$ cat src/rtl/byte_serializer_ctrl.sv
// -----------------------------------------------------------------------------
// byte_serializer_ctrl
//
// Sequencer for the PHY 32/16/8-to-8 width converter. The block takes one word
// per valid/ready handshake, together with a width code. It then emits the 1, 2
// or 4 bytes of that word, one byte per clock, and waits whenever the sink
// applies backpressure. It also drives the byte-select that steers the
// converter lane mux.
//
// Parameters
//   MSB_FIRST  0: byte 0 (bits 7:0) is sent first
//              1: the highest valid byte is sent first
//
// Ports
//   clk        in   1   single clock; all logic runs on posedge
//   reset      in   1   asynchronous, active-high; clears all state
//   in_data    in   32  input word; 16-bit mode uses [15:0], 8-bit uses [7:0]
//   in_mode    in   2   00 = 8-bit, 01 = 16-bit, 10 = 32-bit, 11 = illegal
//   in_valid   in   1   the source has a word
//   in_ready   out  1   a word can be taken this cycle (combinational)
//   out_data   out  8   current byte (registered)
//   out_valid  out  1   out_data is valid (registered)
//   out_ready  in   1   the sink accepts out_data this cycle
//   out_sel    out  2   index of the byte on out_data (registered)
//   out_last   out  1   out_data is the final byte of its word (registered)
//   mode_err   out  1   one-cycle pulse: a word with an illegal mode was dropped
// -----------------------------------------------------------------------------
module byte_serializer_ctrl #(
    parameter bit MSB_FIRST = 1'b0
) (
    input  logic        clk,
    input  logic        reset,
    input  logic [31:0] in_data,
    input  logic [1:0]  in_mode,
    input  logic        in_valid,
    output logic        in_ready,
    output logic [7:0]  out_data,
    output logic        out_valid,
    input  logic        out_ready,
    output logic [1:0]  out_sel,
    output logic        out_last,
    output logic        mode_err
);

    typedef enum logic {IDLE = 1'b0, SEND = 1'b1} state_t;

    state_t      state, state_next;
    logic [31:0] word, word_next;
    logic [1:0]  last_idx, last_idx_next;   // nbytes - 1 of the held word
    logic [1:0]  cnt, cnt_next;             // byte position k within the word
    logic [7:0]  data_next;
    logic [1:0]  sel_next;
    logic        valid_next, last_next, err_next;

    logic        accept;
    logic        mode_legal;
    logic [1:0]  in_last_idx;
    logic        load;
    logic [1:0]  cnt_inc;
    logic [1:0]  idx;

    // The k-th byte sent maps onto a lane index that depends on the send order.
    function automatic logic [1:0] byte_index(input logic [1:0] k, input logic [1:0] lst);
        return MSB_FIRST ? 2'(lst - k) : k;
    endfunction

    assign mode_legal = (in_mode != 2'b11);
    assign cnt_inc    = 2'(cnt + 2'd1);

    always_comb begin
        case (in_mode)
            2'b01:   in_last_idx = 2'd1;
            2'b10:   in_last_idx = 2'd3;
            default: in_last_idx = 2'd0;
        endcase
    end

    // State register and registered datapath
    // NOTE: sequential state uses non-blocking assignments only. Every register
    // here, including the held word, is cleared by reset, so a partial word
    // cannot leak out after reset is released.
    always_ff @(posedge clk or posedge reset) begin
        if (reset) begin
            state     <= IDLE;
            word      <= '0;
            last_idx  <= '0;
            cnt       <= '0;
            out_data  <= '0;
            out_valid <= 1'b0;
            out_sel   <= '0;
            out_last  <= 1'b0;
            mode_err  <= 1'b0;
        end else begin
            state     <= state_next;
            word      <= word_next;
            last_idx  <= last_idx_next;
            cnt       <= cnt_next;
            out_data  <= data_next;
            out_valid <= valid_next;
            out_sel   <= sel_next;
            out_last  <= last_next;
            mode_err  <= err_next;
        end
    end

    // Next-state logic
    // NOTE: every signal this block drives first gets a hold or idle default,
    // so no branch can leave a signal unassigned and infer a latch.
    always_comb begin
        state_next    = state;
        word_next     = word;
        last_idx_next = last_idx;
        cnt_next      = cnt;
        valid_next    = out_valid;
        data_next     = out_data;
        sel_next      = out_sel;
        last_next     = out_last;
        err_next      = 1'b0;
        load          = 1'b0;
        idx           = '0;

        case (state)
            IDLE: begin
                if (accept) begin
                    if (mode_legal) load = 1'b1;
                    else            err_next = 1'b1;
                end
            end
            SEND: begin
                if (out_ready) begin
                    if (!out_last) begin
                        idx       = byte_index(cnt_inc, last_idx);
                        cnt_next  = cnt_inc;
                        sel_next  = idx;
                        data_next = word[{idx, 3'b000} +: 8];
                        last_next = (cnt_inc == last_idx);
                    end else if (accept && mode_legal) begin
                        // Back-to-back hand-off: the new word's first byte is
                        // sent without a bubble.
                        load = 1'b1;
                    end else begin
                        // out_data and out_sel keep their last values.
                        state_next = IDLE;
                        valid_next = 1'b0;
                        last_next  = 1'b0;
                        err_next   = accept;   // accept here implies an illegal mode
                    end
                end
            end
            default: state_next = IDLE;
        endcase

        if (load) begin
            idx           = byte_index(2'd0, in_last_idx);
            state_next    = SEND;
            word_next     = in_data;
            last_idx_next = in_last_idx;
            cnt_next      = '0;
            valid_next    = 1'b1;
            sel_next      = idx;
            data_next     = in_data[{idx, 3'b000} +: 8];
            last_next     = (in_last_idx == 2'd0);
        end
    end

    // Output logic: in_ready is combinational, so a word can be accepted in the
    // same cycle that the last byte of the previous word is taken.
    always_comb begin
        in_ready = !reset && ((state == IDLE) ||
                   ((state == SEND) && out_valid && out_ready && out_last));
        accept   = in_valid && in_ready;
    end

endmodule
$ cat config.mk
export PLATFORM = sky130hd
export DESIGN_NAME = byte_serializer_ctrl
export DESIGN_NICKNAME = d
export VERILOG_FILES = /design/src/rtl/byte_serializer_ctrl.sv
export SDC_FILE = /design/constraint.sdc
export NUM_CORES = 1
export LEC_CHECK = 0
export CAP_MARGIN = 10
export CORE_MARGIN = 3
export CORE_UTILIZATION = 55
export CTS_BUF_LIST = sky130_fd_sc_hd__clkbuf_8
export DETAILED_ROUTE_END_ITERATION = 8
export PLACE_DENSITY = 0.86
export SLEW_MARGIN = 30
export SYNTH_ARGS = -nofsm -noshare
export SYNTH_HDL_FRONTEND = slang
export SYNTH_SLANG_ARGS = --single-unit
export TNS_END_PERCENT = 10
$ cat constraint.sdc
create_clock -name clk -period 4.25 [get_ports clk]
set_input_delay 0.85 -clock clk [delete_from_list [all_inputs] [get_ports clk]]
set_output_delay 0.85 -clock clk [all_outputs]
set_load 0.03 [all_outputs]
==> impl_metrics.xml <==
<?xml version="1.0" encoding="UTF-8"?>
<metrics>
  <group name="floorplanning">
    <metric name="floorplan.die_area" unit="sq um">4810</metric>
    <metric name="die_y" unit="um">69.3</metric>
    <metric name="floorplan.initialDensity" unit="%">58.5</metric>
    <metric name="core_area" unit="sq um">3770</metric>
    <metric name="dieWidth" unit="um">69.3</metric>
    <metric name="num_io_pins" unit="">52</metric>
    <metric name="rows" unit="">22</metric>
  </group>
  <group name="power">
    <metric name="post_layout_power" unit="mW">1.91</metric>
    <metric name="power.internal" unit="mW">1.26</metric>
    <metric name="power.net_switching" unit="uW">648</metric>
    <metric name="power.share.combinational" unit="%">41.4</metric>
    <metric name="max-vdd-ir-drop" unit="V">0.000364</metric>
    <metric name="switching_share" unit="%">34.0</metric>
    <metric name="static-leakage-power" unit="nW">1.18</metric>
    <metric name="seq_power_share" unit="%">45.4</metric>
    <metric name="p_per_area" unit="nW/um^2">683</metric>
    <metric name="clock_power_share" unit="%">13.2</metric>
  </group>
  <group name="clocking">
    <metric name="cts_post_setup_buffers_inserted" unit="">0</metric>
    <metric name="cts.clk_slew.worst_paths" unit="ps">80</metric>
    <metric name="clk_path_buf_depth" unit="">2</metric>
    <metric name="hold_buffers" unit="">0</metric>
    <metric name="clock_tree.htree_level_count" unit="">2</metric>
    <metric name="post_cts.resized_instances" unit="">0</metric>
    <metric name="clkLatencyLatePin" unit="ps">300</metric>
    <metric name="clockRootBuffer" unit="">sky130_fd_sc_hd__clkbuf_8</metric>
    <metric name="tritoncts" unit="">yes</metric>
    <metric name="clkSinkCount" unit="">48</metric>
    <metric name="tritoncts.num_buffers" unit="">5</metric>
  </group>
  <group name="synth">
    <metric name="dominantRegCellSynth" unit="">sky130_fd_sc_hd__dfrtp_1</metric>
    <metric name="synth_top_area_share" unit="%">54.5</metric>
    <metric name="synth_largest_area_cell" unit="">sky130_fd_sc_hd__dfrtp_1</metric>
    <metric name="synth_cells" unit="">154</metric>
    <metric name="yosys-top-cells-count" unit="">sky130_fd_sc_hd__dfrtp_1, sky130_fd_sc_hd__mux2_2, sky130_fd_sc_hd__inv_1, sky130_fd_sc_hd__mux2_4</metric>
    <metric name="number_of_distinct_standard_cells_referenced_by_the_synthesized_netlist" unit="">34</metric>
    <metric name="mappedNetlistNets" unit="">194</metric>
    <metric name="netlist_area" unit="sq um">2210</metric>
    <metric name="yosys.cell_count.top_type" unit="">sky130_fd_sc_hd__dfrtp_1</metric>
    <metric name="synth.avg_cell_area" unit="sq um">14.3</metric>
    <metric name="synth_area_leaders" unit="">sky130_fd_sc_hd__dfrtp_1, sky130_fd_sc_hd__mux2_2, sky130_fd_sc_hd__mux4_2</metric>
    <metric name="synth-async-reset-ratio" unit="%">100</metric>
    <metric name="synth_sequential_area_ratio" unit="%">54.5</metric>
    <metric name="postSynthRegisterBits" unit="">48</metric>
    <metric name="yosysWarningCount" unit="">0</metric>
    <metric name="number_of_flops_mapped_to_enable_cells_by_yosys" unit="">0</metric>
  </group>
  <group name="critical_path">
    <metric name="timing.critical_path.slowest_stage_cell" unit="">sky130_fd_sc_hd__clkdlybuf4s50_1</metric>
    <metric name="timing.critical_path.mode_cell" unit="">sky130_fd_sc_hd__clkdlybuf4s50_1</metric>
    <metric name="cp_data_required_time" unit="ps">3400</metric>
    <metric name="worstPathCellList" unit="">clkdlybuf4s50_1, nand3_1, a21oi_1, clkdlybuf4s50_1</metric>
    <metric name="timing.critical_path.from_type" unit="">input pin</metric>
    <metric name="cp_max_fo" unit="">7</metric>
    <metric name="critical_path_class" unit="">input pin to primary output</metric>
    <metric name="setup.worst_path.end_class" unit="">primary output</metric>
    <metric name="timing.critical_path.slowest_cell_delay" unit="ps">710</metric>
    <metric name="cp.arrival" unit="ps">2570</metric>
  </group>
  <group name="drt">
    <metric name="drt.antenna.violating_nets" unit="">0</metric>
    <metric name="post-route-drc-count" unit="">0</metric>
    <metric name="drt_pass1_iterations" unit="">4</metric>
    <metric name="totalWireLength" unit="mm">4.39</metric>
    <metric name="detail_route.iter0.violations" unit="">59</metric>
    <metric name="routedWlPerCell" unit="um">17.4</metric>
    <metric name="avgViaCountPerCell" unit="">5.57</metric>
    <metric name="detailroute.via_count" unit="">1403</metric>
  </group>
  <group name="placement">
    <metric name="gp_congestion" unit="">0.809</metric>
    <metric name="placed_cell_area" unit="sq um">2710</metric>
    <metric name="portBuffers" unit="">51</metric>
    <metric name="hpwlAfterDp" unit="mm">3.10</metric>
    <metric name="preCtsSetupSlack" unit="ps">839</metric>
  </group>
  <group name="sta">
    <metric name="finalHoldViolCount" unit="">0</metric>
    <metric name="finalCritPeriodShare" unit="%">80.5</metric>
    <metric name="slew_viol_final" unit="">0</metric>
    <metric name="setup_ws" unit="ps">828</metric>
    <metric name="grt_setup_unrepaired" unit="">no</metric>
    <metric name="setup_tns" unit="ps">0</metric>
    <metric name="slew-limit-headroom" unit="%">46.8</metric>
    <metric name="hold_ws" unit="ps">491</metric>
    <metric name="maxClockFrequency" unit="GHz">0.292</metric>
    <metric name="finalSetupViolations" unit="">0</metric>
    <metric name="final_worst_clock_skew" unit="ps">5.07</metric>
    <metric name="worst-slew-pin-transition" unit="ps">798</metric>
    <metric name="post-route-min-period" unit="ps">3420</metric>
  </group>
  <group name="layout">
    <metric name="num-nets-final" unit="">244</metric>
    <metric name="finalInstanceArea" unit="sq um">2790</metric>
    <metric name="post_route_cells_drive_above_1_share" unit="%">22.1</metric>
    <metric name="areaGrowthSynthToFinish" unit="%">26.5</metric>
    <metric name="num_antenna_cells" unit="">0</metric>
    <metric name="final.fill_count" unit="">241</metric>
  </group>
  <group name="grt">
    <metric name="grt_first_pass_wirelength" unit="mm">7.60</metric>
    <metric name="grt_max_degree" unit="">49</metric>
    <metric name="vias_in_the_first_global_route" unit="">1580</metric>
    <metric name="grt_overflow" unit="">0</metric>
    <metric name="grt_util_overall" unit="%">20.2</metric>
    <metric name="grt_antenna_before_repair" unit="">0</metric>
  </group>
  <group name="run">
    <metric name="max_cap_viol_count" unit="">0</metric>
  </group>
  <group name="worst_hold_path">
    <metric name="min-delay-path-class" unit="">register to register</metric>
  </group>
  <group name="status">
    <metric name="run_status" unit="">complete, no violations</metric>
  </group>
</metrics>
-- power by group through the flow --
stage / Combinational, mW / Sequential [mW] / Clock, mW
floorplan: 0.522 / 0.885 / 0
global placement: 0.763 / 0.848 / 0
detailed placement: 0.794 / 0.875 / 0
CTS: 0.798 / 0.865 / 0.253
global route: 0.846 / 0.900 / 0.279
finish: 0.789 / 0.865 / 0.251
-- final timing paths --
check                               start           to  slack, ps  cells past startpoint
worst max-delay path            out_ready     in_ready        830                      4
worst min-delay path             word[11]     word[11]        490                      1
worst max register to register   out_last     word[28]       2410                      4
worst min register to register   word[11]     word[11]        490                      1
max in group asynchronous           reset  out_data[2]       2700                      2
min in group asynchronous           reset    out_valid       1080                      2
-- cell families after synthesis --
group / count (synthesis) / share of synthesized area (%)
AO/OA/AOI/OAI: 26 / 7.26
XOR/XNOR: 3 / 1.19
adder cells (fa/ha/maj): 2 / 1.13
buffers and inverters: 19 / 5.28
flip-flops: 48 / 54.5
multiplexers: 42 / 27.2
AND/OR/NAND/NOR: 14 / 3.52
-- routing by layer --
| layer | part of all wire [%] | vias to the layer above | routed length [um] | track usage, % |
|---|---|---|---|---|
| li1 | - | 646 | - | - |
| met3 | 5.6 | 8 | 247 | 6.09 |
| met2 | 51 | 48 | 2250 | 34.3 |
| met1 | 41 | 701 | 1820 | 24.5 |
| met5 | 0 | - | 0 | 0 |
| met4 | 1.6 | 0 | 72 | 6.72 |
-- flip-flops by register name (all words and copies together) (netlist names) --
register,flops
word,32
out_data,8
cnt,2
last_idx,2
mode_err,1
out_last,1
out_valid,1
state,1
-- per-stage QoR --
stage	util, %	instances
2_1_floorplan	-	154
3_3_place_gp	71.9	245
3_5_place_dp	71.9	245
4_1_cts	74.0	252
5_1_grt	74.0	252
6_report	74.0	252
-- critical path, delay by kind of cell --
family	cells	cell delay, ps
simple gates	1	180
buf+inv	2	1300
compound gates	1	250
-- cells in the final DEF (no fill, tap or decap), types with 2 or more instances in the layout --
master,n
sky130_fd_sc_hd__a21boi_0,2
sky130_fd_sc_hd__a21oi_1,8
sky130_fd_sc_hd__a22oi_1,2
sky130_fd_sc_hd__clkbuf_8,5
sky130_fd_sc_hd__clkdlybuf4s50_1,51
sky130_fd_sc_hd__clkinv_2,2
sky130_fd_sc_hd__dfrtp_1,48
sky130_fd_sc_hd__ha_1,2
sky130_fd_sc_hd__inv_1,10
sky130_fd_sc_hd__mux2_1,6
sky130_fd_sc_hd__mux2_2,17
sky130_fd_sc_hd__mux2_4,10
sky130_fd_sc_hd__mux4_2,8
sky130_fd_sc_hd__nand2_1,3
sky130_fd_sc_hd__nand2b_1,2
sky130_fd_sc_hd__nor2_1,4
sky130_fd_sc_hd__o21ai_0,3
sky130_fd_sc_hd__o22ai_1,6
sky130_fd_sc_hd__xnor2_1,2
-- area by class of cell --
| class | instances | area [sq um] | share of cell area (%) |
|---|---|---|---|
| multi-input combinational | 87 | 896 | 32.1 |
| clock buffer | 5 | 68.8 | 2.47 |
| tap | 48 | 60.1 | 2.15 |
| sequential | 48 | 1200 | 43.0 |
| clock inverter | 2 | 8.76 | 0.314 |
| inverter | 10 | 38.8 | 1.39 |
| timing repair buffer | 52 | 518 | 18.6 |
Note: power is estimated with default switching activity, not from simulation.
